$ cat config.mk
export PLATFORM = sky130hd
export DESIGN_NAME = game_text_render
export DESIGN_NICKNAME = d
export VERILOG_FILES = /design/src/rtl/vga_pkg.sv /design/src/rtl/delay_line.sv /design/src/rtl/game_text_render.sv
export SDC_FILE = /design/constraint.sdc
export NUM_CORES = 1
export LEC_CHECK = 0
export CORE_MARGIN = 10
export CORE_UTILIZATION = 54
export DETAILED_ROUTE_END_ITERATION = 8
export HOLD_SLACK_MARGIN = 0.05
export PLACE_DENSITY_LB_ADDON = 0.25
export SLEW_MARGIN = 40
export SYNTH_ARGS = -nofsm -noshare
export SYNTH_HDL_FRONTEND = slang
export SYNTH_SLANG_ARGS = --single-unit
$ cat constraint.sdc
create_clock -name clk -period 3.9 [get_ports clk]
set_input_delay 0.78 -clock clk [delete_from_list [all_inputs] [get_ports clk]]
set_output_delay 0.78 -clock clk [all_outputs]
set_load 0.01 [all_outputs]
$ cat src/rtl/vga_pkg.sv
// Shared VGA draw-chain definitions used by the text overlay stage.
package vga_pkg;

   // Text box geometry: 16 columns x 8 rows of 8x16 pixel glyphs.
   localparam int TXT_COLS = 16;
   localparam int TXT_ROWS = 8;
   localparam int CHAR_W   = 8;
   localparam int CHAR_H   = 16;

   localparam int TXT_BOX_W = TXT_COLS * CHAR_W;
   localparam int TXT_BOX_H = TXT_ROWS * CHAR_H;

   // Input-to-output latency of the text overlay stage, in pixel clocks.
   localparam int TXT_PIPE_LAT = 5;

   // VGA timing bundle carried alongside the pixel colour.
   typedef struct packed {
      logic [10:0] hcount;
      logic [10:0] vcount;
      logic        hsync;
      logic        vsync;
      logic        hblnk;
      logic        vblnk;
   } vga_timing_t;

endpackage

$ cat src/rtl/delay_line.sv
// Fixed-length register chain; clears to zero on reset.
module delay_line #(
   parameter int WIDTH   = 8,
   parameter int CLK_DEL = 1
) (
   input  logic             clk,
   input  logic             rst,
   input  logic [WIDTH-1:0] din,
   output logic [WIDTH-1:0] dout
);

   logic [CLK_DEL-1:0][WIDTH-1:0] pipe_reg;

   // Shift the input one stage per clock; reset empties the whole chain.
   always_ff @(posedge clk or negedge rst) begin
      if (!rst) begin
         pipe_reg <= '0;
      end else begin
         for (int i = CLK_DEL - 1; i > 0; i--) begin
            pipe_reg[i] <= pipe_reg[i-1];
         end
         pipe_reg[0] <= din;
      end
   end

   assign dout = pipe_reg[CLK_DEL-1];

endmodule

$ cat src/rtl/game_text_render.sv
// Text box overlay: addresses the text ROM and font ROM from the pixel
// position and paints set glyph pixels over the incoming RGB stream.
module game_text_render
   import vga_pkg::*;
#(
   parameter logic [10:0] XPOS   = 11'd256,
   parameter logic [10:0] YPOS   = 11'd200,
   parameter logic [11:0] FG_RGB = 12'hFFF,
   parameter int          BOX_W  = TXT_BOX_W,
   parameter int          BOX_H  = TXT_BOX_H
) (
   input  logic        clk,
   input  logic        rst,
   input  logic        en,
   input  logic [10:0] hcount_in,
   input  logic [10:0] vcount_in,
   input  logic        hsync_in,
   input  logic        vsync_in,
   input  logic        hblnk_in,
   input  logic        vblnk_in,
   input  logic [11:0] rgb_in,
   output logic [7:0]  char_xy,
   input  logic [6:0]  char_code,
   output logic [10:0] font_addr,
   input  logic [7:0]  font_data,
   output logic [10:0] hcount_out,
   output logic [10:0] vcount_out,
   output logic        hsync_out,
   output logic        vsync_out,
   output logic        hblnk_out,
   output logic        vblnk_out,
   output logic [11:0] rgb_out
);

   // Box edges widened to 12 bits so XPOS+BOX_W cannot wrap.
   localparam logic [11:0] X_LO = {1'b0, XPOS};
   localparam logic [11:0] X_HI = X_LO + 12'(BOX_W);
   localparam logic [11:0] Y_LO = {1'b0, YPOS};
   localparam logic [11:0] Y_HI = Y_LO + 12'(BOX_H);

   // Sideband carried to the output stage: in_box, pixel-in-glyph, colour.
   localparam int SIDE_W = 1 + 3 + 12;

   logic [6:0]        rx;
   logic [6:0]        ry;
   logic              in_box;
   logic [11:0]       h_ext;
   logic [11:0]       v_ext;
   vga_timing_t       timing_in;
   vga_timing_t       timing_out;
   logic [SIDE_W-1:0] side_in;
   logic [SIDE_W-1:0] side_s4;
   logic              in_box_s4;
   logic [2:0]        bit_idx_s4;
   logic [11:0]       rgb_s4;
   logic [3:0]        line_s2;

   // Only the low 7 bits of the box-relative offsets address a cell, and
   // those bits of the difference depend only on the low operand bits.
   assign rx    = hcount_in[6:0] - XPOS[6:0];
   assign ry    = vcount_in[6:0] - YPOS[6:0];
   assign h_ext = {1'b0, hcount_in};
   assign v_ext = {1'b0, vcount_in};

   assign in_box = en & ~hblnk_in & ~vblnk_in
                 & (h_ext >= X_LO) & (h_ext < X_HI)
                 & (v_ext >= Y_LO) & (v_ext < Y_HI);

   // Cell address to the text ROM; pixels outside the box point at cell 0.
   always_ff @(posedge clk or negedge rst) begin
      if (!rst) begin
         char_xy <= 8'h00;
      end else begin
         char_xy <= in_box ? {1'b0, ry[6:4], rx[6:3]} : 8'h00;
      end
   end

   assign timing_in = '{hcount: hcount_in, vcount: vcount_in,
                        hsync: hsync_in, vsync: vsync_in,
                        hblnk: hblnk_in, vblnk: vblnk_in};

   // Timing goes straight to the outputs through the full pipeline depth.
   delay_line #(
      .WIDTH   ($bits(vga_timing_t)),
      .CLK_DEL (TXT_PIPE_LAT)
   ) u_timing_dly (
      .clk  (clk),
      .rst  (rst),
      .din  (timing_in),
      .dout (timing_out)
   );

   assign side_in = {in_box, rx[2:0], rgb_in};

   // Overlay sideband reaches the last stage one clock before the outputs.
   delay_line #(
      .WIDTH   (SIDE_W),
      .CLK_DEL (TXT_PIPE_LAT - 1)
   ) u_side_dly (
      .clk  (clk),
      .rst  (rst),
      .din  (side_in),
      .dout (side_s4)
   );

   assign {in_box_s4, bit_idx_s4, rgb_s4} = side_s4;

   // Glyph line must line up with char_code, which lands two clocks in.
   delay_line #(
      .WIDTH   (4),
      .CLK_DEL (2)
   ) u_line_dly (
      .clk  (clk),
      .rst  (rst),
      .din  (ry[3:0]),
      .dout (line_s2)
   );

   // Font ROM address from the returned character and its glyph line.
   always_ff @(posedge clk or negedge rst) begin
      if (!rst) begin
         font_addr <= 11'h000;
      end else begin
         font_addr <= {char_code, line_s2};
      end
   end

   // Paint the foreground colour where the glyph bit is set inside the box.
   always_ff @(posedge clk or negedge rst) begin
      if (!rst) begin
         rgb_out <= 12'h000;
      end else begin
         rgb_out <= (in_box_s4 & font_data[3'd7 - bit_idx_s4]) ? FG_RGB : rgb_s4;
      end
   end

   assign hcount_out = timing_out.hcount;
   assign vcount_out = timing_out.vcount;
   assign hsync_out  = timing_out.hsync;
   assign vsync_out  = timing_out.vsync;
   assign hblnk_out  = timing_out.hblnk;
   assign vblnk_out  = timing_out.vblnk;

endmodule

# Word-level counts from Yosys, hierarchy flattened
# Cells that the tools add are included.
# totals
mem_bits_ro	0
n_memories	0
out_inout_bits	57
mem_bits_rw	0
register_bits	232
latchBits	0
wordCells	34
# op_classes
add_sub_neg	2
n_mul	0
shifts	0
mux	4
bitwise_logic	9
n_eq_ne	0
order_cmp	5
div	0
reduce_logical	0
# ops
cell	count
$lt 11x9->1 const B	2
$mux 12	1
$ge 11x8->1 const B	1
$ge 11x9->1 const B	1
$and 1x1->1	7
$mux 7	1
$sub 7x7->7 const B	1
$lt 3x4->1 const B	1
$bmux 1 s3	1
$sub 3x3->3 const A	1
$not 1->1	2
$mux 1	1

# Logic depth before layout (Yosys ltp)
# Gate-level depths: netlist of run 1.
# logic_depth
word_depth	8
depth_mapped	5
depth_no_buf	5

# By module
# A second synthesis of run 1 with hierarchy kept.
# hier_totals
hier_cells	330
area_unflattened_um2	6557.5
# modules_own_cells
module	area_each_um2	n_inst	cells_each
delay_line at u_timing_dly	3448.3	1	156
delay_line at u_side_dly	1721.7	1	80
game_text_render	1157.4	1	82
delay_line at u_line_dly	230.2	1	12

# Least setup slack after synthesis of run 1
# No wires, ideal clock.
# synth_timing
path_type	input to register
start	input vcount_in[1]
end	register char_xy[0]
t_arrival_ns	1.887
setup_ns	0.122
path_buffers	0
setup_slack_ns	1.891
stages	3
path_cell_list	or4b_4 o211a_4 a2111oi_1
# synth_between
elab_chain_len	4
word_cells_on_any_way	5
classes_between	order compare: 2; mux: 1; bitwise: 2
# synth_rtl
item	line_no	source
start, declared	game_text_render.sv:16	input logic [10:0] vcount_in,
$ge 11x8->1	game_text_render.sv:67	& (v_ext >= Y_LO) & (v_ext < Y_HI);
$and 1x1->1	game_text_render.sv:67	
$and 1x1->1 (*)	game_text_render.sv:67	
$mux 7 (*)	game_text_render.sv:74	char_xy <= in_box ? {1'b0, ry[6:4], rx[6:3]} : 8'h00;
end signal, assigned	game_text_render.sv:74	
end, declared	game_text_render.sv:22	output logic [7:0] char_xy,
# Every way passes the cells marked *; elsewhere a longest branch is shown, timed or not.

==> results of run 1 <==
[logic make-up after synthesis]
group / synth area share
compound gates: 0.03600
xor+xnor: 0.002982
fa+ha+maj: 0.002130
buf+inv: 0.03898
flops: 0.8988
mux: 0.007667
other cells: 0.0006384
simple gates: 0.01278
[path summary, 6_finish.rpt]
kind | start | end | cells after the start | slack [ns]
worst max-delay path | u_timing_dly.pipe_reg[56]$_DFF_PN0_ | font_addr[0] | 1 | 1.68
worst max register to register | u_side_dly.dout[12]$_DFF_PN0_ | rgb_out[9]$_DFF_PN0_ | 3 | 2.03
worst min-delay path | rst | u_timing_dly.pipe_reg[24]$_DFF_PN0_ | 1 | 0.24
worst min register to register | u_side_dly.pipe_reg[22]$_DFF_PN0_ | u_side_dly.pipe_reg[38]$_DFF_PN0_ | 0 | 0.34
min in group clk | u_side_dly.pipe_reg[22]$_DFF_PN0_ | u_side_dly.pipe_reg[38]$_DFF_PN0_ | 0 | 0.34
max in group asynchronous | rst | font_addr[4]$_DFF_PN0_ | 2 | 2.77
[cell type report]
type                            instances  area [sq um]
Fill cell                             701          3053
Clock inverter                          5         100.1
Sequential cell                       211          5280
Timing Repair Buffer                  113          1144
Multi-Input combinational cell         42         371.6
Clock buffer                           31         599.3
Inverter                                6         22.52
Tap cell                              140         175.2
[where the power goes]
part           internal (mW)  switching [mW]  leakage (nW)  total (mW)
sequential              2.29          0.0299          2.48        2.32
clock                   1.24           0.719         0.347        1.96
combinational          0.106          0.0916         0.569       0.198
total                   3.64           0.841          3.40        4.48
[per-stage QoR]
| stage | power, mW | instances | instance area (sq um) | hold slack [ns] |
|---|---|---|---|---|
| 6_report | 4.479 | 548 | 7692 | 0.2408 |
| 5_1_grt | 4.655 | 548 | 7692 | 0.2712 |
| 4_1_cts | 4.539 | 548 | 7686 | 0.2646 |
| 3_5_place_dp | 2.567 | 512 | 6987 | 0.3347 |
| 3_3_place_gp | 2.553 | 512 | 6987 | 0.3311 |
| 2_1_floorplan | 2.410 | 288 | 5874 | 0.3312 |
[layer usage]
layer	track usage	up-vias	wire, um
li1	-	1121	-
met1	0.1231	1291	3186
met2	0.2140	80	5035
met3	0.04766	16	775
met4	0.03907	0	195
met5	0	-	0
[cell usage in the layout (no fill, tap or decap), drive strengths merged, types with 2 or more instances in the layout]
cell type | synthesis | layout
dfrtp | 211 | 211
clkdlybuf4s50 | 0 | 110
clkbuf | 3 | 31
o21bai | 12 | 12
a2111oi | 7 | 7
inv | 6 | 6
bufinv | 0 | 3
buf | 26 | 3
nor2 | 2 | 2
mux2 | 2 | 2
nand2b | 2 | 2
nor3b | 2 | 2
clkinv | 0 | 2
==> flow_metrics.tcl, run 1 <==
set metrics [dict create \
    vdd_ir_drop_max_uv 437.5 \
    hold_viol 0 \
    cts-resized-gates 0 \
    crit_path_top_delay_cell "clkdlybuf4s50_1" \
    synthTopCellsByArea "dfrtp_1 (90%), buf_4 (3.3%), o21bai_1 (1.5%), a2111oi_1 (1.0%), inv_1 (0.38%)" \
    max_slew_margin 0.5000 \
    initial_core_util 0.5467 \
    antenna_left 0 \
    crit_chain "clkdlybuf4s50_1" \
    cts_setup_buffers 0 \
    critPathLaunchType "flop" \
    ioPinCount 113 \
    drv_cap 0 \
    cts_buffer_depth 3 \
    antenna_found_initial 0 \
    via_per_inst 4.577 \
    insertedDiodeCount 0 \
    grt-ovfl-total 0 \
    worst_pin_slew_ns 0.7472 \
    p_leak_nw 3.400 \
    worstPathArrival_ns 1.44 \
    gp_congestion 0.7519 \
    place_hpwl_um 6097 \
    grtUsageTotal 0.1190 \
    largest_reg_flops 86 \
    rsz0062_at_grt "false" \
    synthCells 288 \
    period_share 0.5686 \
    grt_pass1_wl_um 15070 \
    drive_gt1_frac 0.1054 \
    synthFlopType "dfrtp_1" \
    wl_per_cell_um 16.77 \
    drt_first_pass_iters 3 \
    finish.utilization 0.7159 \
    worstSetupEndpointType "primary output" \
    rows 38 \
    clockRootBuffer "clkbuf_8" \
    dieArea_sq_um 15450 \
    nets 451 \
    grt_max_degree 94 \
    syn_nets 345 \
    yosysMostFrequentCell "dfrtp_1" \
    num_vias 2508 \
    syn_area_sq_um 5874 \
    fin_crit_ns 2.218 \
    fin_setup_tns_ns 0 \
    ys_ff_latch 211 \
    crit_required_ns 3.12 \
    yosysTopAreaCell "dfrtp_1" \
    cpPeakStageDelay_ns 0.55 \
    dp_slack_ns 1.310 \
    htree_num_levels 1 \
    clk_latency_ns 0.52 \
    crit_buf_inv 1 \
    worst-path-max-fanout 2 \
    outcome "finished clean" \
    avgSynthCellArea_sq_um 20.40 \
    synth-seq-area-share 0.8988 \
    fp.dieW_um 124.3 \
    grt_pass1_vias 2906 \
    ys_async_sr_fraction 1.000 \
    cts_tree "yes" \
    design.core.area_sq_um 10750 \
    critPathKind "flop to primary output" \
    clock-skew-final_ns 0.003402 \
    cp_top_family "buffers and inverters" \
    fmax_mhz 450.9 \
    yosysWarnings 0 \
    drt_wl_total_um 9192 \
    setup_viol 0 \
    synth_top_area_share 0.8988 \
    die_h_um 124.3 \
    drc_errors 0 \
    power.density_nw_per_um2 582.2 \
    portBuffers 111 \
    cts.sinks 211 \
    synth-edff-count 0 \
    hold_path_class "primary input to async pin" \
    cts_buffers 20 \
    synth_common_cells "dfrtp_1 (211), buf_4 (26), o21bai_1 (12), a2111oi_1 (6), inv_1 (6)" \
    cts_hold_buffers 0 \
    synth_cell_types 26 \
    drv_slew 0 \
    clk_pin_slew_ns 0.06 \
    worst_slack_ns 1.682 \
    drt_iter0_drc 122 \
    area_growth_pct 30.95 \
]
No activity file was read; power rests on OpenSTA's default activity.
==> inputs of run 2 (changes only) <==
- CORE_UTILIZATION: 54 -> 45
- clock period: 3.9 -> 2 ns (I/O delays scaled with it)
==> flow_metrics.tcl, run 2 (synthesized netlist as in run 1, its figures left out) <==
set metrics [dict create \
    place_hpwl_um 6154 \
    holdPathStages 0 \
    grt_pass1_vias 2880 \
    largest_reg_flops 86 \
    worstHoldStart "u_side_dly.pipe_reg[21]$_DFF_PN0_" \
    clock-skew-final_ns 0.004683 \
    grt_max_degree 66 \
    crit_buf_inv 1 \
    drive_gt1_frac 0.1185 \
    ioPinCount 113 \
    crit_required_ns 1.60 \
    area_growth_pct 32.59 \
    die_h_um 134.3 \
    cts_tree "yes" \
    worstHoldEndpoint "u_side_dly.pipe_reg[37]$_DFF_PN0_" \
    nets 465 \
    worst-path-max-fanout 2 \
    wl_per_cell_um 15.05 \
    dieArea_sq_um 18020 \
    fin_crit_ns 1.780 \
    cts_setup_buffers 0 \
    final_common_cell "dfrtp_1" \
    num_vias 2532 \
    cp_top_family "buffers and inverters" \
    drt_wl_total_um 8940 \
    worst_slack_ns 0.2197 \
    crit_chain "clkdlybuf4s50_1" \
    final_cell_area_sq_um 7789 \
    drt_iter0_drc 151 \
    worstSetupEndpointType "primary output" \
    clk_latency_ns 0.46 \
    cts.sinks 211 \
    finalNonFillerCells 594 \
    critPathLaunchType "flop" \
    portBuffers 111 \
    antenna_left 0 \
    finish.utilization 0.6122 \
    setup_viol 0 \
    fmax_mhz 561.7 \
    final_cell_mix "dfrtp_1 (211), clkdlybuf4s50_1 (110), clkbuf_16 (21), buf_4 (13), o21bai_1 (12)" \
    rr_endpoint "rgb_out[7]$_DFF_PN0_" \
    dp_slack_ns -0.1984 \
    power.density_nw_per_um2 1089 \
    antenna_found_initial 0 \
    initial_core_util 0.4617 \
    grt_pass1_wl_um 14820 \
    cpPeakStageDelay_ns 0.55 \
    drv_cap 0 \
    drv_slew 0 \
    insertedDiodeCount 0 \
    r2r_start "u_side_dly.dout[12]$_DFF_PN0_" \
    design.core.area_sq_um 12720 \
    critPathKind "flop to primary output" \
    rows 41 \
    fp.dieW_um 134.3 \
    clk_pin_slew_ns 0.06 \
    clockRootBuffer "clkbuf_16" \
    rrSetupSlack_ns 0.57 \
    hold_viol 0 \
    worstPathArrival_ns 1.38 \
    grtUsageTotal 0.1018 \
    crit_path_top_delay_cell "clkdlybuf4s50_1" \
    cts_buffer_depth 3 \
    grt-ovfl-total 0 \
    p_leak_nw 3.439 \
    dp.cells 557 \
    period_share 0.8901 \
    vdd_ir_drop_max_uv 488.4 \
    htree_num_levels 1 \
    drt_first_pass_iters 4 \
    rsz0062_at_grt "false" \
    drc_errors 0 \
    cts_buffers 20 \
    hold_path_class "flop to flop" \
    placed_area_sq_um 7137 \
    via_per_inst 4.263 \
    gp_congestion 0.7280 \
    outcome "finished clean" \
    r2r_cells 4 \
]
[run 2: layer usage]
| metal | GRT usage | up-vias | routed length, um |
|---|---|---|---|
| li1 | - | 1146 | - |
| met1 | 0.1075 | 1282 | 3176 |
| met2 | 0.1762 | 82 | 4661 |
| met3 | 0.04332 | 22 | 862 |
| met4 | 0.03930 | 0 | 240 |
| met5 | 0 | - | 0 |
[run 2: final cells by class]
| cell class | instances | area, sq um |
|---|---|---|
| Clock buffer | 32 | 596.8 |
| Clock inverter | 4 | 45.04 |
| Tap cell | 172 | 215.2 |
| Multi-Input combinational cell | 42 | 365.4 |
| Sequential cell | 211 | 5280 |
| Fill cell | 959 | 4933 |
| Timing Repair Buffer | 127 | 1264 |
| Inverter | 6 | 22.52 |
[run 2: worst max path at each step]
stage / start / to / slack, ns / cells after the start
floorplan: vcount_in[1] / char_xy[0]$_DFF_PN0_ / 0.37 / 3
global placement: vcount_in[1] / char_xy[5]$_DFF_PN0_ / -0.10 / 4
detailed placement: vcount_in[1] / char_xy[4]$_DFF_PN0_ / -0.20 / 4
CTS: u_timing_dly.pipe_reg[58]$_DFF_PN0_ / font_addr[2] / 0.17 / 1
global route: u_timing_dly.pipe_reg[58]$_DFF_PN0_ / font_addr[2] / 0.15 / 1
finish: u_timing_dly.pipe_reg[58]$_DFF_PN0_ / font_addr[2] / 0.22 / 1
[run 2: what timing repair did]
action,in CTS,in global routing
gates resized for setup,0,0
setup endpoints to repair,0,0
hold buffers,1,0
endpoints found under the hold margin,44,0
[run 2: stage by stage]
step | hold slack [ns] | setup TNS [ns] | power (mW)
5_1_grt | 0.3467 | 0 | 8.879
4_1_cts | 0.3439 | 0 | 8.634
2_1_floorplan | 0.1044 | 0 | 4.699
3_3_place_gp | 0.3145 | -0.6611 | 5.003
6_report | 0.3419 | 0 | 8.483
3_5_place_dp | 0.3197 | -1.174 | 5.022
[run 2: power by group]
| group | internal (mW) | leakage, nW | switching [mW] |
|---|---|---|---|
| sequential | 4.47 | 2.48 | 0.0533 |
| clock | 2.17 | 0.316 | 1.38 |
| combinational | 0.226 | 0.639 | 0.180 |
| total | 6.87 | 3.44 | 1.61 |
